### src/rtl/vga_display_timing_if.sv
// Raster timing bundle shared between the VGA timing generator and the
// pixel-colour stage / board pins. The master side drives every signal.
interface vga_display_timing_if;
    logic [9:0]  hCount;
    logic [9:0]  vCount;
    logic        hSync;
    logic        vSync;
    logic        bright;
    logic        pix_tick;
    logic        frame_tick;
    logic [15:0] frame_count;

    modport master (
        output hCount,
        output vCount,
        output hSync,
        output vSync,
        output bright,
        output pix_tick,
        output frame_tick,
        output frame_count
    );

    modport slave (
        input hCount,
        input vCount,
        input hSync,
        input vSync,
        input bright,
        input pix_tick,
        input frame_tick,
        input frame_count
    );
endinterface

### src/rtl/vga_display_timing.sv
// VGA raster timing generator: a clock divider produces the pixel enable,
// horizontal/vertical counters scan the frame, and sync, active-video and
// tick qualifiers are registered alongside the counters so every output
// describes the same (hCount, vCount) position in the same cycle.
// Optional feature macro: VGA_FRAME_COUNT_EN builds the 16-bit completed
// frame counter; without it frame_count is tied to zero.
module vga_display_timing #(
    parameter int unsigned CLK_DIV     = 4,
    parameter int unsigned H_TOTAL     = 800,
    parameter int unsigned H_SYNC      = 96,
    parameter int unsigned H_ACT_START = 144,
    parameter int unsigned H_ACT_END   = 784,
    parameter int unsigned V_TOTAL     = 525,
    parameter int unsigned V_SYNC      = 2,
    parameter int unsigned V_ACT_START = 35,
    parameter int unsigned V_ACT_END   = 515
) (
    input  logic                  clk,
    input  logic                  reset_n,
    vga_display_timing_if.master  vga
);

    localparam int unsigned DIV_W = (CLK_DIV > 2) ? $clog2(CLK_DIV) : 1;

    localparam logic [DIV_W-1:0] DIV_LAST      = DIV_W'(CLK_DIV - 1);
    localparam logic [9:0]       H_LAST        = 10'(H_TOTAL - 1);
    localparam logic [9:0]       V_LAST        = 10'(V_TOTAL - 1);
    localparam logic [9:0]       H_SYNC_L      = 10'(H_SYNC);
    localparam logic [9:0]       V_SYNC_L      = 10'(V_SYNC);
    localparam logic [9:0]       H_ACT_START_L = 10'(H_ACT_START);
    localparam logic [9:0]       H_ACT_END_L   = 10'(H_ACT_END);
    localparam logic [9:0]       V_ACT_START_L = 10'(V_ACT_START);
    localparam logic [9:0]       V_ACT_END_L   = 10'(V_ACT_END);

    logic [DIV_W-1:0] r_div;
    logic [9:0]       r_hCount;
    logic [9:0]       r_vCount;
    logic             r_hSync;
    logic             r_vSync;
    logic             r_bright;
    logic             r_pixTick;
    logic             r_frameTick;

    logic             w_pixEn;
    logic [9:0]       w_hNext;
    logic [9:0]       w_vNext;
    logic             w_frameWrap;

    assign w_pixEn = (r_div == DIV_LAST);

    // Next counter position and whether this advance closes a frame
    always_comb begin
        w_hNext     = r_hCount;
        w_vNext     = r_vCount;
        w_frameWrap = 1'b0;
        if (w_pixEn) begin
            if (r_hCount == H_LAST) begin
                w_hNext = 10'd0;
                if (r_vCount == V_LAST) begin
                    w_vNext     = 10'd0;
                    w_frameWrap = 1'b1;
                end else begin
                    w_vNext = r_vCount + 10'd1;
                end
            end else begin
                w_hNext = r_hCount + 10'd1;
            end
        end
    end

    // Divider, counters and qualifiers all register from the next position together
    always_ff @(posedge clk or negedge reset_n) begin
        if (!reset_n) begin
            r_div       <= '0;
            r_hCount    <= 10'd0;
            r_vCount    <= 10'd0;
            r_hSync     <= 1'b0;
            r_vSync     <= 1'b0;
            r_bright    <= 1'b0;
            r_pixTick   <= 1'b0;
            r_frameTick <= 1'b0;
        end else begin
            r_div       <= w_pixEn ? '0 : r_div + 1'b1;
            r_hCount    <= w_hNext;
            r_vCount    <= w_vNext;
            r_hSync     <= ~(w_hNext < H_SYNC_L);
            r_vSync     <= ~(w_vNext < V_SYNC_L);
            r_bright    <= (w_hNext >= H_ACT_START_L) && (w_hNext < H_ACT_END_L) &&
                           (w_vNext >= V_ACT_START_L) && (w_vNext < V_ACT_END_L);
            r_pixTick   <= w_pixEn;
            r_frameTick <= w_frameWrap;
        end
    end

`ifdef VGA_FRAME_COUNT_EN
    logic [15:0] r_frameCount;

    // Completed-frame counter steps on the same edge that raises frame_tick
    always_ff @(posedge clk or negedge reset_n) begin
        if (!reset_n) begin
            r_frameCount <= 16'd0;
        end else if (w_frameWrap) begin
            r_frameCount <= r_frameCount + 16'd1;
        end
    end

    assign vga.frame_count = r_frameCount;
`else
    assign vga.frame_count = 16'd0;
`endif

    assign vga.hCount     = r_hCount;
    assign vga.vCount     = r_vCount;
    assign vga.hSync      = r_hSync;
    assign vga.vSync      = r_vSync;
    assign vga.bright     = r_bright;
    assign vga.pix_tick   = r_pixTick;
    assign vga.frame_tick = r_frameTick;

endmodule

### src/flat_wrapper.sv
// flat-port wrapper written by rule: the top's interface ports become plain ports
module vga_display_timing_flat 
#(
    parameter int unsigned CLK_DIV     = 4,
    parameter int unsigned H_TOTAL     = 800,
    parameter int unsigned H_SYNC      = 96,
    parameter int unsigned H_ACT_START = 144,
    parameter int unsigned H_ACT_END   = 784,
    parameter int unsigned V_TOTAL     = 525,
    parameter int unsigned V_SYNC      = 2,
    parameter int unsigned V_ACT_START = 35,
    parameter int unsigned V_ACT_END   = 515
)
  (clk, reset_n, vga_hCount, vga_vCount, vga_hSync, vga_vSync, vga_bright, vga_pix_tick, vga_frame_tick, vga_frame_count);
  vga_display_timing_if vga_i ();
  input  logic clk;
  input  logic reset_n;
  output wire logic [$bits(vga_i.hCount)-1:0] vga_hCount;
  output wire logic [$bits(vga_i.vCount)-1:0] vga_vCount;
  output wire logic [$bits(vga_i.hSync)-1:0] vga_hSync;
  output wire logic [$bits(vga_i.vSync)-1:0] vga_vSync;
  output wire logic [$bits(vga_i.bright)-1:0] vga_bright;
  output wire logic [$bits(vga_i.pix_tick)-1:0] vga_pix_tick;
  output wire logic [$bits(vga_i.frame_tick)-1:0] vga_frame_tick;
  output wire logic [$bits(vga_i.frame_count)-1:0] vga_frame_count;
  assign vga_hCount = vga_i.hCount;
  assign vga_vCount = vga_i.vCount;
  assign vga_hSync = vga_i.hSync;
  assign vga_vSync = vga_i.vSync;
  assign vga_bright = vga_i.bright;
  assign vga_pix_tick = vga_i.pix_tick;
  assign vga_frame_tick = vga_i.frame_tick;
  assign vga_frame_count = vga_i.frame_count;
  vga_display_timing #(.CLK_DIV(CLK_DIV), .H_TOTAL(H_TOTAL), .H_SYNC(H_SYNC), .H_ACT_START(H_ACT_START), .H_ACT_END(H_ACT_END), .V_TOTAL(V_TOTAL), .V_SYNC(V_SYNC), .V_ACT_START(V_ACT_START), .V_ACT_END(V_ACT_END)) u_core (.clk(clk), .reset_n(reset_n), .vga(vga_i));
endmodule
### config.mk
export PLATFORM = sky130hd
export DESIGN_NAME = vga_display_timing_flat
export DESIGN_NICKNAME = d
export VERILOG_FILES = /design/src/rtl/vga_display_timing_if.sv /design/src/rtl/vga_display_timing.sv /design/src/flat_wrapper.sv
export SDC_FILE = /design/constraint.sdc
export NUM_CORES = 1
export LEC_CHECK = 0
export CELL_PAD_IN_SITES_DETAIL_PLACEMENT = 0
export CELL_PAD_IN_SITES_GLOBAL_PLACEMENT = 1
export CORE_ASPECT_RATIO = 1.5
export CORE_UTILIZATION = 36
export DETAILED_ROUTE_END_ITERATION = 16
export PLACE_DENSITY_LB_ADDON = 0.1
export SYNTH_ARGS = -nofsm -noshare
export SYNTH_HDL_FRONTEND = slang
export SYNTH_SLANG_ARGS = --single-unit
### constraint.sdc
create_clock -name clk -period 3 [get_ports clk]
set_input_delay 0.6 -clock clk [delete_from_list [all_inputs] [get_ports clk]]
set_output_delay 0.6 -clock clk [all_outputs]
set_load 0.05 [all_outputs]
# Word-level counts from Yosys, hierarchy flattened

Index checks and enable logic that the tools add are counted.

$lt $le $gt $ge: 6
Bitwise operators: 2
Mux-type cells: 9
Reductions and logical operators: 3
Eq/ne operators: 3
Add/subtract/negate cells: 3

Operator list:

| operator                                                                             | count |
|---|---|
| 10-bit 2-to-1 mux                                                                    | 5 |
| 10-bit by 1-bit adder with 10-bit output, second input constant                      | 2 |
| 10-bit equality test, second input constant                                          | 2 |
| 10-bit less-than comparator, second input constant                                   | 2 |
| 10-bit by 6-bit greater-or-equal comparator with 1-bit output, second input constant | 1 |
| 10-bit by 8-bit greater-or-equal comparator with 1-bit output, second input constant | 1 |
| 10-bit by 2-bit less-than comparator with 1-bit output, second input constant        | 1 |
| 10-bit by 7-bit less-than comparator with 1-bit output, second input constant        | 1 |
| 1-bit logical AND                                                                    | 3 |
| 1-bit 2-to-1 mux                                                                     | 3 |
| 2-bit by 1-bit adder with 2-bit output, second input constant                        | 1 |
| 2-bit equality test, second input constant                                           | 1 |
| 2-bit 2-to-1 mux                                                                     | 1 |
| 1-bit inverter                                                                       | 2 |

Logic and storage cells: 34
Input port bits: 2
Register bits after elaboration: 27
Output and inout port bits: 41

# Logic depth before layout (Yosys ltp)

Depth after elaboration: 7
Mapped depth: 8
Depth with buffers taken out: 8

# Worst setup path before layout

No wires, ideal clock.

Kind: reg2reg
Start: register u_core.r_hCount[3] (netlist: u_core.vga.hCount[3])
End: register u_core.r_bright (netlist: u_core.vga.bright)
Arrival time: 2.459 ns
Period minus slack after synthesis: 2.546 ns
Slack: 0.454 ns
Path buffers: 1
Required time: 2.913 ns
Setup time: 0.087 ns
Stages on the path, launching flop included: 8
Path through: dfrtp_1 > clkbuf_1 > and4_1 > nand3_2 > or3_1 > mux2i_1 > or3_1 > a211oi_2

Cells in the longest elaborated chain, start to end: 7
Elaborated cells on any way between the ends: 13
Classes of those cells: add/sub: 1; order compare: 4; eq/ne: 1; mux: 4; reduce/logical: 3

Ends and longest elaborated chain:

| element                                                                                                      | RTL line                                           | RTL |
|---|---|---|
| from (decl)                                                                                                  | vga_display_timing.sv:36                           | `logic [9:0] r_hCount;` |
| from (signal assigned)                                                                                       | vga_display_timing.sv:84                           | `r_hCount <= w_hNext;` |
| 10-bit by 1-bit adder with 10-bit output or 10-bit equality test (tied branches)                             | vga_display_timing.sv:66, vga_display_timing.sv:57 |  |
| 10-bit 2-to-1 mux                                                                                            | vga_display_timing.sv:57                           | `if (r_hCount == H_LAST) begin` |
| 10-bit 2-to-1 mux                                                                                            | vga_display_timing.sv:56                           | `if (w_pixEn) begin` |
| 10-bit by 8-bit greater-or-equal comparator with 1-bit output or 10-bit less-than comparator (tied branches) | vga_display_timing.sv:88                           | `r_bright <= (w_hNext >= H_ACT_START_L) && (w_hNext < H_ACT_END_L) &&` |
| 1-bit logical AND (2 in a row)                                                                               | vga_display_timing.sv:88                           |  |
| 1-bit logical AND *                                                                                          | vga_display_timing.sv:89                           | `(w_vNext >= V_ACT_START_L) && (w_vNext < V_ACT_END_L);` |
| to (signal assigned)                                                                                         | vga_display_timing.sv:88                           |  |
| to (decl)                                                                                                    | vga_display_timing.sv:40                           | `logic r_bright;` |

Mark *: on every way between the ends. The rest lies on a longest branch, timed or not.

# Worst setup path in the final report

Start: register u_core.r_div[0]
End: register u_core.r_bright (netlist: u_core.vga.bright)

Cells in the longest elaborated chain, start to end: 6
Elaborated cells on any way between the ends: 10
Classes of those cells: order compare: 4; eq/ne: 1; mux: 2; reduce/logical: 3

Ends and longest elaborated chain:

| element                                                                                                      | RTL line                 | RTL |
|---|---|---|
| from (decl)                                                                                                  | vga_display_timing.sv:35 | `logic [DIV_W-1:0] r_div;` |
| from (signal assigned)                                                                                       | vga_display_timing.sv:83 | `r_div <= w_pixEn ? '0 : r_div + 1'b1;` |
| 2-bit equality test *                                                                                        | vga_display_timing.sv:49 | `assign w_pixEn = (r_div == DIV_LAST);` |
| net u_core.w_pixEn                                                                                           | vga_display_timing.sv:44 | `logic w_pixEn;` |
| 10-bit 2-to-1 mux                                                                                            | vga_display_timing.sv:56 |  |
| 10-bit by 8-bit greater-or-equal comparator with 1-bit output or 10-bit less-than comparator (tied branches) | vga_display_timing.sv:88 |  |
| 1-bit logical AND (2 in a row)                                                                               | vga_display_timing.sv:88 |  |
| 1-bit logical AND *                                                                                          | vga_display_timing.sv:89 |  |

Mark *: on every way through the listed nets, which the timed path passes. The rest lies on a longest branch.

==> flow_summary_export.csv <==
group,metric,value,unit
route,first_pass_iters,4,
layout,n_antenna_cell,0,
clock_network,post_cts.resized_instances,0,
clock_network,postCtsSetupRepairBufs,0,
layout,syn_to_final_growth,19.1,%
synth,synth_largest_type_area_fraction,0.431,
synth,yosys.area_share.xor_xnor,0.0503,
synth,synth.avg_cell_area,9.74,µm²
critical_path,timing.critical_path.cells,"ha_1 > and2_1 > nand3_2 > or3_1 > mux2i_1 > or3_1 > a211oi_2",
power_and_ir_drop,power.density_cell_area,335,nW/µm²
power_and_ir_drop,p_leak,0.805,nW
place,place_hpwl,2930,µm
synth,yosysMostFrequentCell,"dfrtp_1",
critical_path,crit_top_cell,"or3_1",
sta,fin_worst_hold_slack,0.434,ns
synth,cell_count_after_synthesis,161,
sta,timing.final.crit_share,0.831,
place,place_congestion,0.781,
route,drt-wirelength-per-cell,16.7,µm
global_route,globalRouteTotalUtil,0.181,
synth,synthSimpleGateAreaFrac,0.237,
route,total_detailed_routing_wirelength,3900,µm
power_and_ir_drop,largest_vdd_supply_drop,165,µV
clock_network,cts.hold.buffers_added,0,
power_and_ir_drop,p_seq_frac,0.582,
global_route,first_global_vias,1285,
clock_network,worst_skew_pair.late_latency,0.28,ns
power_and_ir_drop,power.switching,164,µW
power_and_ir_drop,power.internal,461,µW
synth,yosys.cell_types.count,47,
critical_path,setup.worst_path.class,"reg2reg",
sta,grt_setup_unrepaired,"false",
global_route,grt_pass1_wl,6450,µm
synth,post_synth_fa_ha_maj_area_fraction,0.0319,
outcome,outcome,"complete, no violations",
clock_network,numCtsBuffers,3,
clock_network,cts_root_buffer,"clkbuf_8",
critical_path,worst-endpoint-required,3.20,ns
route,drt-vias-per-instance,5.46,
sta,finClkSkew,0.00668,ns
die,initial_utilization,0.372,
sta,fmax,401,MHz
place,post-place-cells,230,
synth,dominant_combinational_cell_family_by_area_after_synthesis,"simple AND/OR/NAND/NOR gates",
sta,setup_total_negative_slack,0,ns
sta,setup_viol,0,
sta,final_max_slew_viol_count,0,
sta,final-hold-violation-count,0,
global_route,grt_max_degree,28,
power_and_ir_drop,finalPower,625,µW
synth,synth_warnings,0,
die,die_area,4630,µm²
synth,asyncSetResetFlopFracSynth,1.00,
synth,mappedNetlistArea,1570,µm²
critical_path,cp-end-kind,"flip-flop",
clock_network,h-tree-depth,1,
sta,final.min_clock_period,2.49,ns
synth,ys_ff_latch,27,
die,die_width,55.9,µm
critical_path,critical_path_data_arrival_time,2.69,ns
critical_path,worstSetupStartpointType,"flip-flop",
global_route,initial_antenna_violation_count,0,
synth,synth_area_leader_cell,"dfrtp_1",
die,placement_rows,29,
layout,drive_above_1_share,0.0691,
route,detail-route-antenna-nets,0,
critical_path,delay_heaviest_family_cp,"simple AND/OR/NAND/NOR gates",
critical_path,crit_path_max_incr_delay,0.47,ns
synth,synth_mux_area_frac,0.0192,
layout,final_nets,195,
route,via_count,1278,
route,post-route-drc-count,0,
critical_path,reg2reg_slack,0.51,ns
synth,ranking_of_synthesized_cells_by_instance_count,"dfrtp_1 (27), buf_4 (16), nand2_1 (11), nand3_1 (10), inv_1 (8)",
clock_network,clock-sinks,27,
hold_path,hp-class,"reg2reg",
place,io_buffers,26,
sta,worstMarginPinSlew,0.523,ns
power_and_ir_drop,combPwrFrac,0.085,
synth,ys_seq_area_frac,0.431,
die,io_pins,43,
route,drt_first_iter_violations,40,
die,chipHeight,82.8,µm
synth,synthTopCellsByArea,"dfrtp_1 (43%), buf_4 (7.7%), ha_1 (3.2%)",
critical_path,worst-path-max-fanout,10,
synth,synthFlopType,"dfrtp_1",
die,floorplan.core_area,4210,µm²
run,drv_cap,0,
global_route,grt_overflow,0,
layout,number_of_standard_cells_in_the_layout_taps_in_and_fillers_out,234,
critical_path,cp_slowest_cell,"or3_1",
critical_path,worstPathBufferInverterCount,0,
clock_network,cts_tree,"yes",
synth,synth_compound_gate_area_share,0.123,
sta,slew_headroom,0.651,
clock_network,buffers_from_clock_root_to_sink_at_most,2,
power_and_ir_drop,power.switching_fraction,0.263,
synth,number_of_synthesized_flops_with_an_enable_pin,0,
power_and_ir_drop,pwr-share-clk,0.334,
clock_network,cts.reportedPaths.clkPinSlew,0.09,ns
==> path summary, 6_finish.rpt <==
kind,startpoint,end,cells after the start
setup / recovery,u_core.r_div[0]$_DFF_PN0_,u_core.vga.bright$_DFF_PN0_,7
min in group asynchronous,reset_n,u_core.vga.vCount[4]$_DFF_PN0_,2
hold reg to reg,u_core.r_div[0]$_DFF_PN0_,u_core.r_div[0]$_DFF_PN0_,1
hold / removal,u_core.r_div[0]$_DFF_PN0_,u_core.r_div[0]$_DFF_PN0_,1
setup reg to reg,u_core.r_div[0]$_DFF_PN0_,u_core.vga.bright$_DFF_PN0_,7
max in group asynchronous,reset_n,u_core.vga.vCount[9]$_DFF_PN0_,2
==> per-layer routing <==
layer / vias up / track usage / wire, µm
met5: - / 0 / 0
met4: 0 / 0.0665 / 62
met3: 4 / 0.0265 / 103
met2: 23 / 0.338 / 2210
met1: 647 / 0.202 / 1520
li1: 604 / - / -
==> power by group through the flow <==
stage | combinational (mW) | sequential, mW | clock [mW]
detailed placement | 0.0533 | 0.371 | 0
floorplan | 0.0597 | 0.371 | 0
global placement | 0.0532 | 0.371 | 0
CTS | 0.0534 | 0.364 | 0.224
global route | 0.0563 | 0.364 | 0.233
finish | 0.0531 | 0.364 | 0.209
==> logic make-up (layout without fill, tap and decap cells) <==
logic type / after synthesis / count (layout)
simple gates: 62 / 62
buf+inv: 28 / 40
compound gates: 27 / 27
flops: 27 / 27
xor+xnor: 9 / 9
fa+ha+maj: 4 / 4
mux: 3 / 3
other cells: 1 / 16
==> worst reg2reg max path, cell delays in order, from the launching register on <==
cell	delay (ns)
dfrtp_1	0.36
ha_1	0.37
and2_1	0.24
nand3_2	0.20
or3_1	0.48
mux2i_1	0.17
or3_1	0.40
a211oi_2	0.21
==> metrics by stage <==
stage          setup slack (ns)   util  instance area [µm²]
4_1_cts                   0.485  0.444                 1870
3_3_place_gp              0.582  0.433                 1820
5_1_grt                   0.309  0.444                 1870
2_1_floorplan             0.454      -                 1620
3_5_place_dp              0.505  0.433                 1820
6_report                  0.508  0.444                 1870
==> state kept, by name, indices dropped and copies added, names as in the netlist <==
| register | flops |
|---|---|
| u_core.vga.hSync | 1 |
| u_core.vga.hCount | 10 |
| u_core.vga.bright | 1 |
| u_core.vga.vCount | 10 |
| u_core.vga.frame_tick | 1 |
| u_core.r_div | 2 |
| u_core.vga.pix_tick | 1 |
| u_core.vga.vSync | 1 |
==> layout by cell type, fill, tap and decap left out, types with 3 or more instances in the layout <==
cell,Yosys,final
or3_1,4,4
clkbuf_8,0,3
nand2b_1,3,3
mux2i_1,3,3
xor2_1,5,5
nand2_1,11,11
ha_1,4,4
nand3_1,10,10
conb_1,1,16
nor4_1,3,3
nor2_1,7,7
dfrtp_1,27,27
o21ai_0,6,6
nand4_1,5,5
inv_1,8,8
clkdlybuf4s50_1,0,26
xnor2_1,4,4
a21oi_1,3,3
nor3_1,4,4
==> area by class of cell <==
cell class,count,area (µm²)
fill,435,2340
multi-input combinational,121,783
sequential,27,676
timing repair buffer,28,275
tap,46,57.6
clock buffer,4,45.0
inverter,8,30.0
Note: power is estimated with default switching activity, not from simulation.
